==> src/rtl/axis_width_converter_pkg.sv <==
// Shared types, width-ratio helpers and popcount for axis_width_converter.
// Build option: AXIS_WIDTH_CONVERTER_STATS_EN adds frame/byte statistics.
package axis_width_converter_pkg;

  typedef enum logic [1:0] {MODE_PASS, MODE_DOWN, MODE_UP} mode_e;
  typedef enum logic {ST_IDLE, ST_SEND} down_state_e;

  localparam int POPCOUNT_WIDTH = 64;

  function automatic mode_e calc_mode(input int in_w, input int out_w);
    if (in_w == out_w) return MODE_PASS;
    if (in_w > out_w) return MODE_DOWN;
    return MODE_UP;
  endfunction

  function automatic int calc_ratio(input int in_w, input int out_w);
    return (in_w >= out_w) ? in_w / out_w : out_w / in_w;
  endfunction

  // Segment index needs at least one bit, even for pass-through.
  function automatic int calc_seg_width(input int ratio);
    return (ratio > 1) ? $clog2(ratio) : 1;
  endfunction

  function automatic logic [31:0] popcount(input logic [POPCOUNT_WIDTH-1:0] v);
    logic [31:0] n;
    n = '0;
    for (int i = 0; i < POPCOUNT_WIDTH; i++) n = n + 32'(v[i]);
    return n;
  endfunction

endpackage

==> src/rtl/axis_width_converter_last_seg_find.sv <==
// Priority encoder: highest output segment of a wide tkeep that has any byte set (0 if none).
module axis_last_seg_find #(
  parameter int KEEP_WIDTH = 8,
  parameter int SEGS       = 8,
  parameter int SEG_W      = 3
) (
  input  logic [KEEP_WIDTH-1:0] keep_i,
  output logic [SEG_W-1:0]      seg_o
);
  localparam int LANE = KEEP_WIDTH / SEGS;

  logic [SEGS-1:0] seg_nz;

  for (genvar gi = 0; gi < SEGS; gi++) begin : g_nz
    assign seg_nz[gi] = |keep_i[gi*LANE +: LANE];
  end

  always_comb begin
    seg_o = '0;
    for (int i = 0; i < SEGS; i++) begin
      if (seg_nz[i]) seg_o = SEG_W'(i);
    end
  end
endmodule

==> src/rtl/axis_width_converter.sv <==
// AXI-Stream width converter: pass-through, down-size or up-size chosen from the width ratio.
// Build option: AXIS_WIDTH_CONVERTER_STATS_EN adds stat_frame_count / stat_byte_count.
module axis_width_converter
  import axis_width_converter_pkg::*;
#(
  parameter int IN_DATA_WIDTH  = 64,
  parameter int OUT_DATA_WIDTH = 8,
  parameter int IN_KEEP_WIDTH  = IN_DATA_WIDTH / 8,
  parameter int OUT_KEEP_WIDTH = OUT_DATA_WIDTH / 8,
  parameter int USER_WIDTH     = 1
) (
  input  logic                      clk,
  input  logic                      rst_n,
  input  logic [IN_DATA_WIDTH-1:0]  input_axis_tdata,
  input  logic [IN_KEEP_WIDTH-1:0]  input_axis_tkeep,
  input  logic                      input_axis_tvalid,
  output logic                      input_axis_tready,
  input  logic                      input_axis_tlast,
  input  logic [USER_WIDTH-1:0]     input_axis_tuser,
  output logic [OUT_DATA_WIDTH-1:0] output_axis_tdata,
  output logic [OUT_KEEP_WIDTH-1:0] output_axis_tkeep,
  output logic                      output_axis_tvalid,
  input  logic                      output_axis_tready,
  output logic                      output_axis_tlast,
  output logic [USER_WIDTH-1:0]     output_axis_tuser
`ifdef AXIS_WIDTH_CONVERTER_STATS_EN
  ,
  output logic [31:0]               stat_frame_count,
  output logic [31:0]               stat_byte_count
`endif
);
  localparam mode_e MODE  = calc_mode(IN_DATA_WIDTH, OUT_DATA_WIDTH);
  localparam int    RATIO = calc_ratio(IN_DATA_WIDTH, OUT_DATA_WIDTH);
  localparam int    SEG_W = calc_seg_width(RATIO);

  logic                      in_ready;
  logic                      out_valid, out_last;
  logic [OUT_DATA_WIDTH-1:0] out_data;
  logic [OUT_KEEP_WIDTH-1:0] out_keep;
  logic [USER_WIDTH-1:0]     out_user;

  // Ready is held low for as long as reset is asserted.
  assign input_axis_tready  = rst_n & in_ready;
  assign output_axis_tvalid = out_valid;
  assign output_axis_tdata  = out_data;
  assign output_axis_tkeep  = out_keep;
  assign output_axis_tlast  = out_last;
  assign output_axis_tuser  = out_user;

  if (MODE == MODE_PASS) begin : g_pass
    logic                      valid_q, last_q;
    logic [OUT_DATA_WIDTH-1:0] data_q;
    logic [OUT_KEEP_WIDTH-1:0] keep_q;
    logic [USER_WIDTH-1:0]     user_q;

    assign in_ready = !valid_q || output_axis_tready;

    always_ff @(posedge clk) begin
      if (!rst_n) begin
        valid_q <= 1'b0;
        last_q  <= 1'b0;
        data_q  <= '0;
        keep_q  <= '0;
        user_q  <= '0;
      end else if (in_ready) begin
        valid_q <= input_axis_tvalid;
        if (input_axis_tvalid) begin
          data_q <= input_axis_tdata;
          keep_q <= input_axis_tkeep;
          last_q <= input_axis_tlast;
          user_q <= input_axis_tlast ? input_axis_tuser : '0;
        end
      end
    end

    assign out_valid = valid_q;
    assign out_data  = data_q;
    assign out_keep  = keep_q;
    assign out_last  = last_q;
    assign out_user  = user_q;

  end else if (MODE == MODE_DOWN) begin : g_down
    down_state_e              state_q, state_d;
    logic [SEG_W-1:0]         seg_q, seg_d, final_q, final_d, last_seg;
    logic [IN_DATA_WIDTH-1:0] data_q, data_d;
    logic [IN_KEEP_WIDTH-1:0] keep_q, keep_d;
    logic                     last_q, last_d, load, is_final;
    logic [USER_WIDTH-1:0]    user_q, user_d;

    axis_last_seg_find #(
      .KEEP_WIDTH(IN_KEEP_WIDTH),
      .SEGS      (RATIO),
      .SEG_W     (SEG_W)
    ) u_last_seg (
      .keep_i(input_axis_tkeep),
      .seg_o (last_seg)
    );

    assign is_final = (seg_q == final_q);

    always_comb begin
      state_d  = state_q;
      seg_d    = seg_q;
      final_d  = final_q;
      data_d   = data_q;
      keep_d   = keep_q;
      last_d   = last_q;
      user_d   = user_q;
      in_ready = 1'b0;
      load     = 1'b0;
      case (state_q)
        ST_IDLE: begin
          in_ready = 1'b1;
          load     = input_axis_tvalid;
        end
        ST_SEND: begin
          if (output_axis_tready) begin
            if (is_final) begin
              // Refill in the same cycle the last segment leaves, so beats stay back-to-back.
              in_ready = 1'b1;
              load     = input_axis_tvalid;
              if (!input_axis_tvalid) state_d = ST_IDLE;
            end else begin
              seg_d = seg_q + 1'b1;
            end
          end
        end
        default: state_d = ST_IDLE;
      endcase
      if (load) begin
        state_d = ST_SEND;
        seg_d   = '0;
        data_d  = input_axis_tdata;
        keep_d  = input_axis_tkeep;
        last_d  = input_axis_tlast;
        user_d  = input_axis_tuser;
        final_d = input_axis_tlast ? last_seg : SEG_W'(RATIO - 1);
      end
    end

    always_ff @(posedge clk) begin
      if (!rst_n) begin
        state_q <= ST_IDLE;
        seg_q   <= '0;
        final_q <= '0;
        data_q  <= '0;
        keep_q  <= '0;
        last_q  <= 1'b0;
        user_q  <= '0;
      end else begin
        state_q <= state_d;
        seg_q   <= seg_d;
        final_q <= final_d;
        data_q  <= data_d;
        keep_q  <= keep_d;
        last_q  <= last_d;
        user_q  <= user_d;
      end
    end

    assign out_valid = (state_q == ST_SEND);
    assign out_data  = data_q[seg_q*OUT_DATA_WIDTH +: OUT_DATA_WIDTH];
    assign out_keep  = keep_q[seg_q*OUT_KEEP_WIDTH +: OUT_KEEP_WIDTH];
    assign out_last  = last_q && is_final;
    assign out_user  = (last_q && is_final) ? user_q : '0;

  end else begin : g_up
    logic                      valid_q, valid_d, last_q, last_d, accept;
    logic [SEG_W-1:0]          seg_q, seg_d;
    logic [OUT_DATA_WIDTH-1:0] data_q, data_d;
    logic [OUT_KEEP_WIDTH-1:0] keep_q, keep_d;
    logic [USER_WIDTH-1:0]     user_q, user_d;

    assign in_ready = !valid_q || output_axis_tready;
    assign accept   = input_axis_tvalid && in_ready;

    always_comb begin
      valid_d = valid_q;
      last_d  = last_q;
      seg_d   = seg_q;
      data_d  = data_q;
      keep_d  = keep_q;
      user_d  = user_q;
      if (valid_q && output_axis_tready) valid_d = 1'b0;
      if (accept) begin
        // The first segment of a word clears the lanes a short frame will not fill.
        if (seg_q == '0) begin
          data_d = '0;
          keep_d = '0;
        end
        data_d[seg_q*IN_DATA_WIDTH +: IN_DATA_WIDTH] = input_axis_tdata;
        keep_d[seg_q*IN_KEEP_WIDTH +: IN_KEEP_WIDTH] = input_axis_tkeep;
        if (seg_q == SEG_W'(RATIO - 1) || input_axis_tlast) begin
          valid_d = 1'b1;
          last_d  = input_axis_tlast;
          user_d  = input_axis_tlast ? input_axis_tuser : '0;
          seg_d   = '0;
        end else begin
          seg_d = seg_q + 1'b1;
        end
      end
    end

    always_ff @(posedge clk) begin
      if (!rst_n) begin
        valid_q <= 1'b0;
        last_q  <= 1'b0;
        seg_q   <= '0;
        data_q  <= '0;
        keep_q  <= '0;
        user_q  <= '0;
      end else begin
        valid_q <= valid_d;
        last_q  <= last_d;
        seg_q   <= seg_d;
        data_q  <= data_d;
        keep_q  <= keep_d;
        user_q  <= user_d;
      end
    end

    assign out_valid = valid_q;
    assign out_data  = data_q;
    assign out_keep  = keep_q;
    assign out_last  = last_q;
    assign out_user  = user_q;
  end

`ifdef AXIS_WIDTH_CONVERTER_STATS_EN
  logic [31:0] frame_cnt_q, byte_cnt_q;

  always_ff @(posedge clk) begin
    if (!rst_n) begin
      frame_cnt_q <= '0;
      byte_cnt_q  <= '0;
    end else if (out_valid && output_axis_tready) begin
      byte_cnt_q <= byte_cnt_q + popcount(POPCOUNT_WIDTH'(out_keep));
      if (out_last) frame_cnt_q <= frame_cnt_q + 32'd1;
    end
  end

  assign stat_frame_count = frame_cnt_q;
  assign stat_byte_count  = byte_cnt_q;
`endif

endmodule

==> config.mk <==
export PLATFORM = sky130hd
export DESIGN_NAME = axis_width_converter
export DESIGN_NICKNAME = d
export VERILOG_FILES = /design/src/rtl/axis_width_converter_pkg.sv /design/src/rtl/axis_width_converter_last_seg_find.sv /design/src/rtl/axis_width_converter.sv
export SDC_FILE = /design/constraint.sdc
export NUM_CORES = 1
export LEC_CHECK = 0
export BUFFER_PORTS_ARGS = -buffer_cell sky130_fd_sc_hd__buf_2
export CAP_MARGIN = 20
export CORE_MARGIN = 2
export CORE_UTILIZATION = 40
export CTS_BUF_LIST = sky130_fd_sc_hd__clkbuf_8
export DETAILED_ROUTE_END_ITERATION = 8
export HOLD_SLACK_MARGIN = 0.15
export SYNTH_ARGS = -nofsm -noshare
export SYNTH_HDL_FRONTEND = slang
export SYNTH_SLANG_ARGS = --single-unit
==> constraint.sdc <==
create_clock -name clk -period 3.3 [get_ports clk]
set_clock_uncertainty 0.2 [all_clocks]
set_input_delay 0.495 -clock clk [delete_from_list [all_inputs] [get_ports clk]]
set_output_delay 0.495 -clock clk [all_outputs]
set_load 0.005 [all_outputs]
==> results of run 1 <==
-- critical path, delay by kind of cell, from the launching register on --
| kind | cells | cell delay [ps] |
|---|---|---|
| DFF | 1 | 670 |
| muxes | 2 | 630 |
| buffers and inverters | 2 | 410 |
-- per-layer routing --
| metal | part of all wire [%] | global-route usage (%) | vias up |
|---|---|---|---|
| met2 | 47 | 27.7 | 80 |
| met1 | 46 | 24.3 | 1384 |
| li1 | - | - | 1514 |
| met5 | 0 | 0 | - |
| met3 | 5.5 | 4.75 | 10 |
| met4 | 1.8 | 7.05 | 0 |
-- worst paths after layout --
path,startpoint,slack [ps],endpoint,depth (start not counted)
worst min-delay path,input_axis_tdata[31],170,g_down.data_q[31],3
worst min register to register,g_down.data_q[62],250,g_down.data_q[62],2
worst max-delay path,g_down.seg_q[1],530,output_axis_tdata[4],4
worst max register to register,g_down.seg_q[2],850,g_down.data_q[47],5
-- layout by cell type (no fill, tap or decap), drive strengths merged, types with 2 or more instances in the layout --
| cell | instances |
|---|---|
| nor2 | 7 |
| mux2 | 9 |
| xnor2 | 4 |
| clkinvlp | 2 |
| and2 | 3 |
| a31oi | 2 |
| buf | 97 |
| a21oi | 75 |
| mux4 | 18 |
| clkbuf | 10 |
| a311oi | 4 |
| nor2b | 3 |
| dfxtp | 81 |
| and3 | 2 |
| bufinv | 3 |
| nand2 | 151 |
| inv | 4 |
-- power by group --
| group | internal, mW | total [mW] | switching, mW |
|---|---|---|---|
| logic | 0.143 | 0.320 | 0.177 |
| clock network | 0.526 | 0.897 | 0.372 |
| registers | 1.05 | 1.08 | 0.0358 |
-- cells in the mapped netlist (all sizes together) --
cell type  count  area share [%]
a311oi         4             1.0
and2           3            0.53
nor2b          3            0.53
ha             1            0.36
nand4          1            0.18
a41oi          1            0.46
nand2        151              16
a21oi         75              11
mux2           9             2.9
mux4          18              12
o21bai         1            0.21
a21boi         1            0.21
xnor2          4             1.6
clkbuf        11             1.2
buf           19             3.2
nand2b         1            0.18
inv            2            0.21
clkinv         1            0.11
and3           2            0.36
a31oi          2            0.36
o21a           1            0.21
mux2i          1            0.29
or3            1            0.18
o21ai          1            0.14
a41o           1            0.29
nor2           7            0.75
dfxtp         81              46
-- area by class of cell --
class | count | area share (%)
Clock buffer | 10 | 3.22
Clock inverter | 6 | 2.66
Inverter | 3 | 0.264
Multi-Input combinational cell | 289 | 40.7
Sequential cell | 81 | 38.0
Tap cell | 108 | 3.16
Timing Repair Buffer | 97 | 12.1
-- registers in the layout (all words and copies together) (netlist names) --
name,cells
g_down.seg_q,3
g_down.final_q,3
g_down.data_q,64
output_axis_tvalid,1
g_down.user_q,1
g_down.last_q,1
g_down.keep_q,8
-- per-stage QoR --
stage	hold WS, ps	std cells	utilization [%]
floorplan	232	403	-
global placement	239	578	46.6
detailed placement	245	578	46.6
CTS	154	594	49.5
global route	161	594	49.5
finish	165	594	49.5
-- kinds of logic (layout without fill, tap and decap cells) --
| group | after synthesis | in the layout | synth area share (%) |
|---|---|---|---|
| and+or+nand+nor | 169 | 169 | 18.8 |
| buffers and inverters | 33 | 116 | 4.70 |
| adders and majority gates | 1 | 1 | 0.356 |
| AOI/OAI and AO/OA | 87 | 87 | 13.6 |
| DFF | 81 | 81 | 46.2 |
| xor gates and xnor gates | 4 | 4 | 1.64 |
| muxes | 28 | 28 | 14.7 |
==> metrics.cfg, run 1 <==
[sta]
period_share_pct = 83.8
fin_tns_setup_ps = 0
rsz0062_at_grt = false
max_freq_mhz = 361
finalHoldViolCount = 0
finalWorstSetupSlack_ps = 534
max_slew_margin_pct = 58.8
setup_viol = 0
finalCriticalPeriod_ps = 2770
tightest_slew_ps = 618
drv_slew = 0

[drt]
drc = 0
firstDrtPassIters = 4
antenna_left = 0
viasPerCell = 5.03
detailroute.via_count = 2988
totalWireLength_um = 8390
dr.first_iter.drc_count = 172
wl_per_cell_um = 14.1

[critical_path]
crit_slowest_cell = dfxtp_1
max_stage_delay_ps = 670
crit_path_cell_trace = buf_4, mux4_2, mux2_2, buf_2
path_max_fanout = 11
startpoint_type = flip-flop
critPathCaptureType = output pin
cp.required_ps = 2600
crit_arrival_ps = 2070
critPathKind = flip-flop to output pin

[clock_tree]
cts_tree = yes
root_buffer = clkbuf_8
cts_sinks = 81
clockBufferDepth = 2
post_cts_buffers = 0
ctsHoldBuffers = 0
numCtsBuffers = 9
post_cts_resized = 0
clk_latency_ps = 350
clk_pin_slew_worst_paths_ps = 90
cts_htree_levels = 3

[logic_synthesis]
syn_inst = 403
synth_nets = 482
yosys_register_bits = 81
yosysSeqAreaShare_pct = 46.2
netlist_area_um2 = 3510
yosys_warnings = 0
synth_cell_type_count = 29
postSynthAreaPerCell_um2 = 8.71

[pwr]
vdd_drop_max_mv = 0.222
finalPower_mw = 2.30
p_leak_nw = 1.74
power_per_cell_area_nw_per_um2 = 539

[die]
dieHeight_um = 97.7
initial_core_util_pct = 40.7
io_pins = 91
core-area_um2 = 8640
fp-row-count = 34
die_w_um = 97.7
dieArea_um2 = 9550

[placed_design]
port_buffers = 90
placed_area_um2 = 4020
gp_congestion = 0.837
hpwlAfterDp_um = 5880
pre_cts_ws_ps = 839

[global_routing]
grt_overflow = 0
grt_max_degree = 76
track_usage_pct = 18.0
grt_pass1_wl_um = 13700
grt_pass1_vias = 2949
antenna_found_initial = 0

[run_status]
status = complete, no violations

[cells_and_area]
postLayoutCellArea_um2 = 4270
n_fill_cell = 855
seq_area_um2 = 1620
multi_input_area_um2 = 1740
syn2layout_area_growth_pct = 21.7
antenna_cells = 0
fin_nets = 560
drive_above_1_share_pct = 30.0

[job]
maxCapViolations = 0

[worst_hold_path]
hp-class = input port to flip-flop

Power figures use the tool's default switching activity.
==> run 2, diff against run 1 <==
==> constraint.sdc (replaced) <==
create_clock -name clk -period 2.63 [get_ports clk]
set_clock_uncertainty 0.2 [all_clocks]
set_input_delay 0.3945 -clock clk [delete_from_list [all_inputs] [get_ports clk]]
set_output_delay 0.3945 -clock clk [all_outputs]
set_load 0.005 [all_outputs]
==> run 2 against run 1 <==
Effect of this change: critical path depth is the same; worst hold slack gained 16 ps; critical path type unchanged; combinational power grew 58%; largest power group unchanged; clock power grew 8.8%; critical endpoint is now output_axis_tdata[6]; largest cell class unchanged; flip-flop and latch count is the same; worst setup slack lost 420 ps; core utilization grew 9.1 points; global-route usage grew 2.1 points; non-clock buffer count grew 78; routed wire length grew 11%; clock-buffer cell count shrank 1.
==> metrics.cfg, run 2 (synthesis gave the netlist of run 1 again) <==
[global_routing]
antenna_found_initial = 0
track_usage_pct = 20.1
grt_pass1_wl_um = 15400
grt_pass1_vias = 3297
grt_max_degree = 78
grt_overflow = 0

[pwr]
pwr-share-seq_pct = 47.9
combPwrFrac_pct = 17.8
p_sw_share_pct = 25.9
power_per_cell_area_nw_per_um2 = 562
vdd_drop_max_mv = 0.334
p_sw_uw = 736
p_leak_nw = 2.08
finalPower_mw = 2.84
p_int_mw = 2.11
p_clk_share_pct = 34.3

[critical_path]
critPathCaptureType = output pin
cp.required_ps = 2040
crit_path_cell_trace = buf_12, mux4_2, mux2_2, buf_2
startpoint_type = flip-flop
crit_buf_inv = 2
critPathKind = flip-flop to output pin
crit_arrival_ps = 1920
path_max_fanout = 22
max_stage_delay_ps = 550
cp_top_family = multiplexers
crit_slowest_cell = mux4_2

[die]
die_w_um = 97.7
dieHeight_um = 97.7
dieArea_um2 = 9550
io_pins = 91
core-area_um2 = 8640
fp-row-count = 34
initial_core_util_pct = 40.7

[job]
maxCapViolations = 0

[drt]
drc = 0
antenna_left = 0
detailroute.via_count = 3260
totalWireLength_um = 9330
wl_per_cell_um = 13.9
firstDrtPassIters = 4
dr.first_iter.drc_count = 123
viasPerCell = 4.86

[sta]
tightest_slew_ps = 522
setup_viol = 0
finalCriticalPeriod_ps = 2510
max_slew_margin_pct = 65.1
rsz0062_at_grt = false
drv_slew = 0
fin_tns_setup_ps = 0
finalHoldViolCount = 0
max_freq_mhz = 398
period_share_pct = 95.6

[cells_and_area]
mostFrequentLayoutCells = nand2_1, buf_2, dfxtp_1, dlygate4sd3_1, a21oi_1
antenna_cells = 0
drive_above_1_share_pct = 26.3
fin_nets = 638
final_common_cell = nand2_1
regMostFlops = g_down.data_q
largest_register_ffs = 64
top_regs = g_down.data_q (64), g_down.keep_q (8)
syn2layout_area_growth_pct = 44.0
finalNonFillerCells = 671

[clock_tree]
clockBufferDepth = 2
cts_htree_levels = 3
root_buffer = clkbuf_8
cts_tree = yes
clk_pin_slew_worst_paths_ps = 80
numCtsBuffers = 9
clk_latency_ps = 350
cts_sinks = 81
post_cts_buffers = 0

[worst_hold_path]
hp-class = input port to flip-flop

[placed_design]
gp_congestion = 0.731
port_buffers = 90
hpwlAfterDp_um = 5810
placedCellCount = 580

[run_status]
status = complete, no violations

## run 2: changes by cell type in the layout (fill, tap and decap cells not counted), moves of 2 or more
cell	previous run	this run
buf_4	6	4
clkinv_2	0	3
buf_12	1	5
clkinvlp_4	2	0
dlygate4sd3_1	0	76
## run 2: metal layers
metal,vias up,track usage [%],share of wire [%]
li1,1668,-,-
met1,1496,25.9,44
met2,82,33.7,50
met3,14,3.60,4.4
met4,0,7.80,1.5
met5,-,0,0
## run 2: worst min-delay path: cells and delay by family
| family | cells | cell delay (ps) |
|---|---|---|
| AOI/OAI and AO/OA | 1 | 80 |
| buffers and inverters | 1 | 120 |
| and+or+nand+nor | 1 | 90 |
## run 2: final timing paths
path | startpoint | endpoint | slack [ps] | cells past startpoint
worst max register to register | g_down.seg_q[1] | output_axis_tvalid | 330 | 6
worst min-delay path | output_axis_tready | g_down.seg_q[0] | 180 | 3
worst max-delay path | g_down.seg_q[0] | output_axis_tdata[6] | 120 | 4
worst min register to register | g_down.keep_q[7] | g_down.keep_q[7] | 250 | 2
## run 2: final cells by class
cell class                      count  area (um^2)
Timing Repair Buffer              175         1340
Sequential cell                    81         1620
Inverter                            3         11.3
Fill cell                         797         3580
Tap cell                          108          135
Multi-Input combinational cell    289         1740
Clock buffer                        9          124
Clock inverter                      6         83.8
## run 2: power groups by stage
| stage | combinational [mW] | clock, mW | sequential [mW] |
|---|---|---|---|
| final | 0.506 | 0.976 | 1.36 |
| after global routing | 0.562 | 1.05 | 1.37 |
| after CTS | 0.508 | 0.999 | 1.36 |
| after detailed placement | 0.420 | 0 | 1.39 |
| after global placement | 0.415 | 0 | 1.39 |
| after floorplan | 0.275 | 0 | 1.38 |
## run 2: metrics by stage
| step | utilization, % | cell area, um^2 | setup slack, ps | hold WS, ps |
|---|---|---|---|---|
| floorplan | - | 3510 | 554 | 232 |
| global placement | 47.3 | 4090 | 433 | 239 |
| detailed placement | 47.3 | 4090 | 386 | 243 |
| CTS | 58.5 | 5050 | 44.6 | 165 |
| global route | 58.5 | 5060 | 31.0 | 191 |
| finish | 58.5 | 5060 | 117 | 182 |
## run 2: repair_timing
action	in CTS	in global routing
endpoints found under the hold margin	75	0
endpoints found under the setup margin	0	1
hold buffers	76	0
gates resized for setup	0	1
